<file path="config.mk">
export PLATFORM = sky130hd
export DESIGN_NAME = complex_alu_ctrl_flat
export DESIGN_NICKNAME = d
export VERILOG_FILES = /design/src/rtl/complex_alu_pkg.sv /design/src/rtl/complex_alu_if.sv /design/src/rtl/complex_lat_decode.sv /design/src/rtl/complex_alu_ctrl.sv /design/src/flat_wrapper.sv
export SDC_FILE = /design/constraint.sdc
export NUM_CORES = 1
export LEC_CHECK = 0
export CAP_MARGIN = 20
export CORE_MARGIN = 1
export CORE_UTILIZATION = 35
export DETAILED_ROUTE_END_ITERATION = 12
export HOLD_SLACK_MARGIN = 0.08
export PLACE_DENSITY = 0.69
export SETUP_SLACK_MARGIN = 0.02
export SYNTH_ARGS = -nofsm -noshare
export SYNTH_HDL_FRONTEND = slang
export SYNTH_HIERARCHICAL = 1
export SYNTH_SLANG_ARGS = --single-unit
</file>
<file path="constraint.sdc">
create_clock -name clk -period 3.1 [get_ports clk]
set_clock_uncertainty 0.1 [all_clocks]
set_input_delay 0.31 -clock clk [delete_from_list [all_inputs] [get_ports clk]]
set_output_delay 0.31 -clock clk [all_outputs]
set_load 0.05 [all_outputs]
</file>
<file path="src/rtl/complex_alu_pkg.sv">
// complex_alu_pkg: shared widths, opcodes, state/class enums and default latencies for the complex ALU sequencer.
// Define COMPLEX_ALU_EARLY_OUT_EN so DIVU_L/DIVU_H with dividend < divisor (unsigned) complete in one cycle.
package complex_alu_pkg;
  localparam int SIZE_DATA       = 32;
  localparam int SIZE_OPCODE_I   = 6;
  localparam int EXECUTION_FLAGS = 3;
  localparam int DEF_MUL_LAT     = 3;
  localparam int DEF_DIV_LAT     = 16;
  localparam int DEF_TAG_W       = 7;
  localparam logic [EXECUTION_FLAGS-1:0] FLAG_EXC = 3'b010;
  localparam logic [SIZE_OPCODE_I-1:0] OP_MULT_L  = 6'd1;
  localparam logic [SIZE_OPCODE_I-1:0] OP_MULT_H  = 6'd2;
  localparam logic [SIZE_OPCODE_I-1:0] OP_MULTU_L = 6'd3;
  localparam logic [SIZE_OPCODE_I-1:0] OP_MULTU_H = 6'd4;
  localparam logic [SIZE_OPCODE_I-1:0] OP_DIV_L   = 6'd5;
  localparam logic [SIZE_OPCODE_I-1:0] OP_DIV_H   = 6'd6;
  localparam logic [SIZE_OPCODE_I-1:0] OP_DIVU_L  = 6'd7;
  localparam logic [SIZE_OPCODE_I-1:0] OP_DIVU_H  = 6'd8;
  localparam logic [SIZE_OPCODE_I-1:0] OP_SYSCALL = 6'd9;
`ifdef COMPLEX_ALU_EARLY_OUT_EN
  localparam bit EARLY_OUT_EN = 1'b1;
`else
  localparam bit EARLY_OUT_EN = 1'b0;
`endif
  typedef enum logic [1:0] {CX_IDLE, CX_EXEC, CX_DONE} cx_state_t;
  typedef enum logic [1:0] {CLS_MUL, CLS_DIV, CLS_SYS, CLS_OTHER} op_class_t;
endpackage

</file>
<file path="src/rtl/complex_alu_if.sv">
// complex_alu_if: issue, ALU-hold and writeback signals of the complex ALU sequencer; names are from the controller's view.
interface complex_alu_if
  import complex_alu_pkg::*;
#(
  parameter int TAG_W = DEF_TAG_W
);
  logic                         issue_valid_i, issue_ready_o, flush_i;
  logic [SIZE_OPCODE_I-1:0]     opcode_i, alu_opcode_o;
  logic [SIZE_DATA-1:0]         data1_i, data2_i, alu_data1_o, alu_data2_o;
  logic [TAG_W-1:0]             tag_i, wb_tag_o;
  logic [2*SIZE_DATA-1:0]       alu_result_i, wb_result_o;
  logic [EXECUTION_FLAGS-1:0]   alu_flags_i, wb_flags_o;
  logic                         wb_valid_o, wb_ready_i, busy_o;
  modport master (
    output issue_valid_i, opcode_i, data1_i, data2_i, tag_i, flush_i, alu_result_i, alu_flags_i, wb_ready_i,
    input  issue_ready_o, alu_opcode_o, alu_data1_o, alu_data2_o, wb_valid_o, wb_tag_o, wb_result_o, wb_flags_o, busy_o
  );
  modport slave (
    input  issue_valid_i, opcode_i, data1_i, data2_i, tag_i, flush_i, alu_result_i, alu_flags_i, wb_ready_i,
    output issue_ready_o, alu_opcode_o, alu_data1_o, alu_data2_o, wb_valid_o, wb_tag_o, wb_result_o, wb_flags_o, busy_o
  );
endinterface

</file>
<file path="src/rtl/complex_lat_decode.sv">
// complex_lat_decode: classifies a complex opcode and derives its hold latency, divide-by-zero and early-out flags.
module complex_lat_decode
  import complex_alu_pkg::*;
#(
  parameter int MUL_LAT = DEF_MUL_LAT,
  parameter int DIV_LAT = DEF_DIV_LAT,
  parameter int CNT_W   = 5
) (
  input  logic [SIZE_OPCODE_I-1:0] opcode_i,
  input  logic [SIZE_DATA-1:0]     data1_i,
  input  logic [SIZE_DATA-1:0]     data2_i,
  output op_class_t                cls_o,
  output logic [CNT_W-1:0]         lat_o,
  output logic                     dbz_o,
  output logic                     early_o
);
  always_comb begin
    cls_o   = (opcode_i inside {OP_MULT_L, OP_MULT_H, OP_MULTU_L, OP_MULTU_H}) ? CLS_MUL :
              (opcode_i inside {OP_DIV_L, OP_DIV_H, OP_DIVU_L, OP_DIVU_H})     ? CLS_DIV :
              (opcode_i == OP_SYSCALL)                                        ? CLS_SYS : CLS_OTHER;
    lat_o   = cls_o == CLS_MUL ? CNT_W'(MUL_LAT) : cls_o == CLS_DIV ? CNT_W'(DIV_LAT) : CNT_W'(1);
    dbz_o   = cls_o == CLS_DIV && data2_i == '0;
    early_o = EARLY_OUT_EN && (opcode_i == OP_DIVU_L || opcode_i == OP_DIVU_H) && data1_i < data2_i;
  end
endmodule

</file>
<file path="src/rtl/complex_alu_ctrl.sv">
// complex_alu_ctrl: holds one complex-ALU operand set for an opcode-dependent number of cycles, then hands the
// captured result to writeback on valid/ready; flush kills the in-flight op.
module complex_alu_ctrl
  import complex_alu_pkg::*;
#(
  parameter int MUL_LAT = DEF_MUL_LAT,
  parameter int DIV_LAT = DEF_DIV_LAT,
  parameter int TAG_W   = DEF_TAG_W
) (
  input logic          clk,
  input logic          reset,
  complex_alu_if.slave bus
);
  localparam int MAX_LAT = MUL_LAT > DIV_LAT ? MUL_LAT : DIV_LAT;
  localparam int CNT_W   = $clog2(MAX_LAT + 1);
  cx_state_t                  state_q, state_d;
  logic [CNT_W-1:0]           cnt_q, cnt_d, lat;
  logic [SIZE_OPCODE_I-1:0]   op_q, op_d;
  logic [SIZE_DATA-1:0]       d1_q, d1_d, d2_q, d2_d;
  logic [TAG_W-1:0]           tag_q, tag_d, wb_tag_q, wb_tag_d;
  logic [2*SIZE_DATA-1:0]     wb_res_q, wb_res_d;
  logic [EXECUTION_FLAGS-1:0] wb_flg_q, wb_flg_d;
  logic                       oth_q, oth_d, dbz_q, dbz_d;
  logic                       rdy, fire, done, cap, dbz, early;
  op_class_t                  cls;
  complex_lat_decode #(.MUL_LAT(MUL_LAT), .DIV_LAT(DIV_LAT), .CNT_W(CNT_W)) u_dec (
    .opcode_i(bus.opcode_i), .data1_i(bus.data1_i), .data2_i(bus.data2_i),
    .cls_o(cls), .lat_o(lat), .dbz_o(dbz), .early_o(early)
  );
  always_ff @(posedge clk or negedge reset)
    if (!reset) begin
      state_q  <= CX_IDLE;
      cnt_q    <= '0;
      op_q     <= '0;
      d1_q     <= '0;
      d2_q     <= '0;
      tag_q    <= '0;
      oth_q    <= 1'b0;
      dbz_q    <= 1'b0;
      wb_tag_q <= '0;
      wb_res_q <= '0;
      wb_flg_q <= '0;
    end else begin
      state_q  <= state_d;
      cnt_q    <= cnt_d;
      op_q     <= op_d;
      d1_q     <= d1_d;
      d2_q     <= d2_d;
      tag_q    <= tag_d;
      oth_q    <= oth_d;
      dbz_q    <= dbz_d;
      wb_tag_q <= wb_tag_d;
      wb_res_q <= wb_res_d;
      wb_flg_q <= wb_flg_d;
    end
  // Flush outranks everything: it blocks the issue and suppresses the capture of a finishing op.
  always_comb begin
    rdy      = !bus.flush_i && (state_q == CX_IDLE || (state_q == CX_DONE && bus.wb_ready_i));
    fire     = bus.issue_valid_i && rdy;
    done     = state_q == CX_EXEC && cnt_q == '0;
    cap      = done && !bus.flush_i;
    state_d  = bus.flush_i ? CX_IDLE : fire ? CX_EXEC : done ? CX_DONE :
               (state_q == CX_DONE && bus.wb_ready_i) ? CX_IDLE : state_q;
    cnt_d    = fire ? ((dbz || early) ? '0 : lat - CNT_W'(1)) :
               (state_q == CX_EXEC && !done) ? cnt_q - CNT_W'(1) : cnt_q;
    op_d     = fire ? bus.opcode_i : op_q;
    d1_d     = fire ? bus.data1_i : d1_q;
    d2_d     = fire ? bus.data2_i : d2_q;
    tag_d    = fire ? bus.tag_i : tag_q;
    oth_d    = fire ? cls == CLS_OTHER : oth_q;
    dbz_d    = fire ? dbz : dbz_q;
    wb_tag_d = cap ? tag_q : wb_tag_q;
    wb_res_d = cap ? ((oth_q || dbz_q) ? '0 : bus.alu_result_i) : wb_res_q;
    wb_flg_d = cap ? (oth_q ? '0 : bus.alu_flags_i | (dbz_q ? FLAG_EXC : '0)) : wb_flg_q;
  end
  always_comb begin
    bus.issue_ready_o = rdy;
    bus.busy_o        = state_q != CX_IDLE;
    bus.wb_valid_o    = state_q == CX_DONE;
    bus.alu_opcode_o  = op_q;
    bus.alu_data1_o   = d1_q;
    bus.alu_data2_o   = d2_q;
    bus.wb_tag_o      = wb_tag_q;
    bus.wb_result_o   = wb_res_q;
    bus.wb_flags_o    = wb_flg_q;
  end
endmodule

</file>
<file path="src/flat_wrapper.sv">
// flat-port wrapper written by rule: the top's interface ports become plain ports
module complex_alu_ctrl_flat import complex_alu_pkg::*;
#(
  parameter int MUL_LAT = DEF_MUL_LAT,
  parameter int DIV_LAT = DEF_DIV_LAT,
  parameter int TAG_W   = DEF_TAG_W
)
  (clk, reset, bus_issue_valid_i, bus_opcode_i, bus_data1_i, bus_data2_i, bus_tag_i, bus_flush_i, bus_alu_result_i, bus_alu_flags_i, bus_wb_ready_i, bus_issue_ready_o, bus_alu_opcode_o, bus_alu_data1_o, bus_alu_data2_o, bus_wb_valid_o, bus_wb_tag_o, bus_wb_result_o, bus_wb_flags_o, bus_busy_o);
  complex_alu_if #(.TAG_W(TAG_W)) bus_i ();
  input logic clk;
  input logic reset;
  input wire logic [$bits(bus_i.issue_valid_i)-1:0] bus_issue_valid_i;
  input wire logic [$bits(bus_i.opcode_i)-1:0] bus_opcode_i;
  input wire logic [$bits(bus_i.data1_i)-1:0] bus_data1_i;
  input wire logic [$bits(bus_i.data2_i)-1:0] bus_data2_i;
  input wire logic [$bits(bus_i.tag_i)-1:0] bus_tag_i;
  input wire logic [$bits(bus_i.flush_i)-1:0] bus_flush_i;
  input wire logic [$bits(bus_i.alu_result_i)-1:0] bus_alu_result_i;
  input wire logic [$bits(bus_i.alu_flags_i)-1:0] bus_alu_flags_i;
  input wire logic [$bits(bus_i.wb_ready_i)-1:0] bus_wb_ready_i;
  output wire logic [$bits(bus_i.issue_ready_o)-1:0] bus_issue_ready_o;
  output wire logic [$bits(bus_i.alu_opcode_o)-1:0] bus_alu_opcode_o;
  output wire logic [$bits(bus_i.alu_data1_o)-1:0] bus_alu_data1_o;
  output wire logic [$bits(bus_i.alu_data2_o)-1:0] bus_alu_data2_o;
  output wire logic [$bits(bus_i.wb_valid_o)-1:0] bus_wb_valid_o;
  output wire logic [$bits(bus_i.wb_tag_o)-1:0] bus_wb_tag_o;
  output wire logic [$bits(bus_i.wb_result_o)-1:0] bus_wb_result_o;
  output wire logic [$bits(bus_i.wb_flags_o)-1:0] bus_wb_flags_o;
  output wire logic [$bits(bus_i.busy_o)-1:0] bus_busy_o;
  assign bus_i.issue_valid_i = bus_issue_valid_i;
  assign bus_i.opcode_i = bus_opcode_i;
  assign bus_i.data1_i = bus_data1_i;
  assign bus_i.data2_i = bus_data2_i;
  assign bus_i.tag_i = bus_tag_i;
  assign bus_i.flush_i = bus_flush_i;
  assign bus_i.alu_result_i = bus_alu_result_i;
  assign bus_i.alu_flags_i = bus_alu_flags_i;
  assign bus_i.wb_ready_i = bus_wb_ready_i;
  assign bus_issue_ready_o = bus_i.issue_ready_o;
  assign bus_alu_opcode_o = bus_i.alu_opcode_o;
  assign bus_alu_data1_o = bus_i.alu_data1_o;
  assign bus_alu_data2_o = bus_i.alu_data2_o;
  assign bus_wb_valid_o = bus_i.wb_valid_o;
  assign bus_wb_tag_o = bus_i.wb_tag_o;
  assign bus_wb_result_o = bus_i.wb_result_o;
  assign bus_wb_flags_o = bus_i.wb_flags_o;
  assign bus_busy_o = bus_i.busy_o;
  complex_alu_ctrl #(.MUL_LAT(MUL_LAT), .DIV_LAT(DIV_LAT), .TAG_W(TAG_W)) u_core (.clk(clk), .reset(reset), .bus(bus_i));
endmodule
</file>
==> results by group, run 1 <==
Final layout
  • Cell area after layout: between 10,000 and 15,000 um^2
  • # nets final: ~1,000
  • FF/Latch Area: between 4000 and 5000 um^2
  • Fraction of layout cells with a size suffix above 1: about 15%
  • Layout fillers: between 1,500 and 2,000
  • Area delta synth->final: 55.6%
  • Ant. Diodes: 0
  • Multi-input gate area: 2180 um^2

Synthesis
  • Synth top cells by count: dfrtp_1 (160), mux2_2 (87), inv_1 (74)
  • Count of unique library cells instantiated by Yosys: 38
  • Post-synthesis register bit count: between 150 and 200
  • Top post-synthesis cells by area: dfrtp_1 (60%), mux2_2 (15%), o21ai_0 (5.4%), nand3_1 (5.3%), inv_1 (4.2%)
  • Post-synthesis async set-or-reset flop share: 100%
  • Top cell type's share of synthesized area: 60.1%
  • Post-Synthesis Cells: 560
  • Register area share after synthesis: 60.1%
  • Yosys top cell by area: dfrtp_1
  • Primary FF master, synth: dfrtp_1
  • Most common cell in the netlist: dfrtp_1
  • Number of enable flip-flop cells after synthesis: 0
  • Cell Area, Synth: about 6700 um^2
  • Synth warnings: 6
  • Syn_area_per_cell: between 10 and 15 um^2

Routing
  • Wire length on met1: about 7400 um
  • Max layer used: met4
  • WL/cell: roughly 16 um
  • DRT iter0 DRCs: ~210
  • Wire length on met3: between 1000 and 1500 um
  • DRC errors left: 0
  • Drt total wl: between 15,000 and 20,000 um
  • Post-route ant nets: 0
  • Met2 WL post-DR: 8270 um
  • Post-DR vias/cell: ~4.6
  • Total number of vias: slightly above 5,000
  • DRT Pass-1 Iters: 4

STA
  • Setup TNS: 0 ps
  • RSZ-0062 raised after global routing: false
  • Period minus WS final: around 2400 ps
  • Hold Vio Cnt, Final: 0
  • Final setup violating endpoints: 0
  • Crit share post-route: 78.3%
  • Worst-Margin Slew: approximately 700 ps
  • Slew margin rel.: between 50 and 60%
  • Fmax: roughly 410 MHz
  • Fin. max-slew vios: 0

Global route
  • Initial antenna violation count: 0
  • Vias in the first global route: 5,276
  • Total track usage: between 15 and 20%
  • Largest net degree at the start of global routing: between 100 and 150
  • Gr ovfl total: 0
  • First-pass GRT wire length: about 28,000 um

Critical path
  • Reg2Reg Setup Slack: about 670 ps
  • CP peak stage delay: 510 ps
  • Crit path max-delay family: simple AND/OR/NAND/NOR gates
  • Crit path depth: 6
  • CP startpoint: u_core/cnt_q[0]
  • R2r startpoint: u_core/cnt_q[0]
  • Worst setup SP type: flop
  • Worst EP arrival: ~2600 ps
  • Cells along the critical path: inv_1 > ha_1 > or4b_4 > nor3_4 > buf_12 > mux2_2
  • R2R cell count: 6
  • Reg2Reg Capture Point: u_core/bus.wb_flags_o[1]
  • Worst setup EP type: flop
  • CP bufs+invs: 2
  • Crit path kind: reg -> reg
  • Slowest cell on crit path: or4b_4
  • Worst endpoint required time: approximately 3300 ps
  • Worst-path fanout max: ~130

Status
  • Outcome: finished clean

Pwr
  • Clk network pwr share: between 10% and 20%
  • Leakage: roughly 4.3 nW
  • Sequential power share: 30.4%
  • P_int: 5.93 mW
  • Combinational Power Share: 51.4%
  • Psw: 4.97 mW
  • Pwr/cell area: 1050 nW/um^2
  • Sw frac: between 40% and 50%
  • Peak VDD IR: ~0.00043 V

Place
  • Post-DP HPWL: around 12,000 um
  • Post-Place Cell Area: ~10000 um^2
  • Gpl congestion: between 0.7 and 0.8
  • Port Buffers: between 200 and 300

Clock tree
  • Clock latency on the worst-skew pair: 410 ps
  • Max clock buf depth: 2
  • CTS tree: built
  • CTS H-Tree Depth: 4
  • CTS Buf Count: 17
  • Post-cts resize count: 0
  • CTS sink cnt: 160
  • Worst-path clk slew: about 60 ps
  • Post-CTS setup buffers: 0
  • Root Driver: clkbuf_16

Floorplanning
  • Site Rows: 50
  • Area of the core: approximately 19,000 um^2
  • Die height: between 100 and 150 um
  • # IOs: around 300
  • Die outline width: 140 um
  • Starting Density: a little over a third
  • Die ar.: slightly below 20,000 um^2

Worst hold path
  • Hold path startpoint: bus_alu_result_i[43]
  • WHS Endpoint: u_core/bus.wb_result_o[43]
  • Hold Crit Class: in -> reg
  • Worst hold path stage count: 3

Flow run
  • Max cap viols: 0
[sequential cells by signal (all words and copies together), names as in the netlist]
name                     cells
u_core/bus.wb_result_o      64
u_core/bus.alu_data1_o      32
u_core/bus.alu_data2_o      32
u_core/bus.wb_tag_o          7
u_core/tag_q                 7
u_core/bus.alu_opcode_o      6
u_core/cnt_q                 5
u_core/bus.wb_flags_o        3
u_core/state_q               2
u_core/dbz_q                 1
u_core/oth_q                 1
[through the flow]
step / utilization (%) / setup WS [ps] / hold slack (ps) / cells / power (mW)
finish: 55.4 / 672 / 360 / 1100 / 10.9
CTS: 55.4 / 662 / 339 / 1100 / 11.0
global placement: 52.4 / 693 / 277 / 1067 / 8.92
global route: 55.4 / 560 / 360 / 1100 / 11.4
detailed placement: 52.4 / 684 / 280 / 1067 / 8.98
floorplan: - / 1010 / -85.6 / 562 / 6.90
[worst min-delay path, stage by stage]
cell and delay [ps]:
clkdlybuf4s50_1 400, nand3_1 60, o21ai_0 60
[repair_timing]
item,4_1_cts,5_1_grt
hold buffers,1,0
setup endpoints to repair,0,0
hold endpoints to repair,65,0
[power groups by stage]
stage	Combinational [mW]	Sequential, mW	Clock [mW]
detailed placement	5.63	3.35	0
CTS	5.65	3.33	2.05
floorplan	0.955	5.95	0
global placement	5.60	3.32	0
finish	5.60	3.32	1.98
global route	5.86	3.42	2.13
[metal layers]
layer	global-route usage (%)	vias to the layer above
met4	7.11	0
met2	29.3	172
met3	6.09	28
li1	-	2479
met5	0	-
met1	22.7	2416
[cell families after synthesis]
kind of cell             after synthesis  synth area share (%)
flip-flops                           160                  60.1
other                                  1                0.0563
AO/OA/AOI/OAI                         80                  6.65
AND/OR/NAND/NOR                      114                  9.51
adder cells (fa/ha/maj)                2                 0.376
multiplexers                          90                  15.2
XOR/XNOR                               6                 0.789
buffers and inverters                107                  7.31
[worst max path at each step]
| stage | to | slack, ps |
|---|---|---|
| final | u_core/bus.wb_flags_o[1] | 670 |
| after global routing | u_core/bus.wb_flags_o[1] | 560 |
| after CTS | u_core/bus.wb_flags_o[1] | 660 |
| after global placement | u_core/cnt_q[4] | 690 |
| after floorplan | u_core/bus.wb_flags_o[1] | 1010 |
| after detailed placement | bus_issue_ready_o | 680 |
[layout make-up]
type	count	share of cell area, %
clock inverters	11	1.04
flip-flops and latches	160	38.6
repair buffers	305	29.5
well taps	234	2.83
inverters	74	2.68
clock buffers	21	4.25
multi-input cells	295	21.1
[placed cells by master (no fill, tap or decap), drive strengths merged, types with 2 or more instances in the layout]
cell	instances
clkdlybuf4s50	294
clkinvlp	5
inv	77
nor3	4
ha	2
clkbuf	21
or2	2
xnor2	2
xor2	4
nor2	10
nor2b	3
dfrtp	160
nand4	2
nor4	9
clkinv	2
a211oi	2
conb	3
mux2	87
o21ai	72
buf	10
nand2	4
mux2i	3
nor4b	2
nand2b	3
nand3	70
Power figures use the tool's default switching activity.
==> inputs of run 2 (changes only) <==
clock period = 2.4 ns   (was 3.1 ns; I/O delays follow)
==> run 2 against run 1 <==
Effect of this change: largest power group unchanged; cell count up 1.7%; first-iteration DRC count down 24%; utilization up 2.0 points; combinational power up 31%; largest cell class unchanged; critical endpoint is now bus_busy_o.
==> results by group, run 2 (synthesis results as in run 1) <==
Status
  • Outcome: finished clean

Pwr
  • Leakage: around 4.5 nW
  • Clk network pwr share: ~20%
  • Combinational Power Share: between 50% and 60%
  • Pwr/cell area: between 1000 and 1500 nW/um^2
  • Peak VDD IR: 0.000642 V
  • Psw: between 6 and 7 mW
  • P_int: 8.03 mW
  • Sequential power share: 29.6%
  • Sw frac: between 40% and 50%

Place
  • Gpl congestion: between 0.7 and 0.8
  • Post-DP HPWL: approximately 13,000 um
  • Pre-CTS WS: around 73 ps
  • Port Buffers: 295

STA
  • Final Worst Setup Slack: ~150 ps
  • Fmax: ~440 MHz
  • Period minus WS final: roughly 2300 ps
  • Setup TNS: 0 ps
  • RSZ-0062 raised after global routing: false
  • Hold Vio Cnt, Final: 0
  • Slew margin rel.: between 60% and 70%
  • Final setup violating endpoints: 0
  • Crit share post-route: ~94%
  • Fin. max-slew vios: 0
  • Worst-Margin Slew: approximately 570 ps

Critical path
  • Worst setup SP type: flop
  • Crit path kind: reg -> out
  • Worst endpoint required time: around 2100 ps
  • Worst-path fanout max: 8
  • Worst EP arrival: approximately 1900 ps
  • Worst setup EP type: output pin

Floorplanning
  • Area of the core: around 19,000 um^2
  • Die height: between 100 and 150 um
  • # IOs: between 200 and 300
  • Starting Density: approximately 36%
  • Die ar.: between 15,000 and 20,000 um^2
  • Die outline width: 140 um
  • Site Rows: 50

Global route
  • First-pass GRT wire length: 28,500 um
  • Vias in the first global route: 5,347
  • Largest net degree at the start of global routing: approximately 70
  • Total track usage: 18.7%
  • Initial antenna violation count: 0
  • Gr ovfl total: 0

Routing
  • Post-route ant nets: 0
  • WL/cell: around 16 um
  • Post-DR vias/cell: about 4.6
  • DRT Pass-1 Iters: 4
  • Drt total wl: 17,800 um
  • DRC errors left: 0
  • DRT iter0 DRCs: between 150 and 200
  • Total number of vias: between 5,000 and 6,000

Clock tree
  • CTS H-Tree Depth: 4
  • Worst-path clk slew: 70 ps
  • Root Driver: clkbuf_16
  • CTS tree: built
  • Max clock buf depth: 2
  • CTS sink cnt: between 150 and 200
  • CTS Buf Count: 17
  • Post-cts resize count: 0
  • Clock latency on the worst-skew pair: 420 ps

Final layout
  • Area delta synth->final: 61.1%
  • Fraction of layout cells with a size suffix above 1: approximately 18%
  • Ant. Diodes: 0
  • Commonest non-fill, non-tap cell in the layout: clkdlybuf4s50_1
  • Max FFs per register: 64
  • # nets final: just over 1,000
  • Most frequent cells in the layout: clkdlybuf4s50_1 (293), dfrtp_1 (160), mux2_2 (87), inv_1 (74), o21ai_0 (72)

Worst hold path
  • Hold Crit Class: in -> async

Flow run
  • Max cap viols: 0
run 2: stage by stage:
step / hold WS (ps) / total power, mW / cells / util (%) / cell area (um^2)
6_report: 201 / 14.5 / 1119 / 57.4 / 10700
5_1_grt: 240 / 15.2 / 1119 / 57.4 / 10700
4_1_cts: 194 / 14.7 / 1113 / 56.9 / 10600
3_5_place_dp: 86.2 / 11.7 / 1080 / 53.5 / 10000
3_3_place_gp: 87.0 / 11.6 / 1080 / 53.5 / 10000
2_1_floorplan: -156 / 8.91 / 562 / - / 6670
run 2: worst max-delay path: stages, from the launching register on:
cell	delay [ps]
dfrtp_1	470
or2_2	330
clkdlybuf4s50_1	700
run 2: cell type report:
| class | instances | area [um^2] |
|---|---|---|
| tap | 234 | 293 |
| clock buffer | 19 | 453 |
| timing repair buffer | 324 | 3340 |
| sequential | 160 | 4000 |
| inverter | 74 | 278 |
| fill | 1542 | 7980 |
| clock inverter | 13 | 174 |
| multi-input combinational | 295 | 2180 |
run 2: power by group through the flow:
stage / Sequential, mW / Clock (mW) / Combinational, mW
floorplan: 7.68 / 0 / 1.23
global placement: 4.29 / 0 / 7.33
detailed placement: 4.34 / 0 / 7.35
CTS: 4.31 / 2.96 / 7.39
global route: 4.44 / 3.07 / 7.69
finish: 4.30 / 2.88 / 7.36
run 2: final timing paths:
kind / start / endpoint / slack (ps) / cells past startpoint
min in group clk: bus_alu_result_i[30] / u_core/bus.wb_result_o[30] / 290 / 3
setup / recovery: u_core/state_q[0] / bus_busy_o / 150 / 2
setup reg to reg: u_core/cnt_q[0] / u_core/bus.wb_tag_o[5] / 160 / 7
hold reg to reg: u_core/tag_q[0] / u_core/bus.wb_tag_o[0] / 400 / 1
hold / removal: reset / u_core/bus.alu_data2_o[21] / 200 / 2
max in group asynchronous: reset / u_core/bus.wb_result_o[2] / 1220 / 3
run 2: per-layer routing:
| layer | up-vias | part of all wire, % | GRT usage, % |
|---|---|---|---|
| li1 | 2516 | - | - |
| met5 | - | 0 | 0 |
| met2 | 183 | 48 | 29.8 |
| met3 | 24 | 7.7 | 6.39 |
| met1 | 2466 | 42 | 23.3 |
| met4 | 0 | 2.3 | 7.40 |
run 2: timing repair:
item,CTS,global route
hold buffers,1,0
buffers inserted,0,4
endpoints found under the hold margin,90,0
endpoints found under the setup margin,0,42
==> inputs of run 3 (changes only) <==
SETUP_SLACK_MARGIN = not set   (was 0.02)
==> results of run 3 <==
The final DEF is identical to that of run 2; final timing and power are the same.
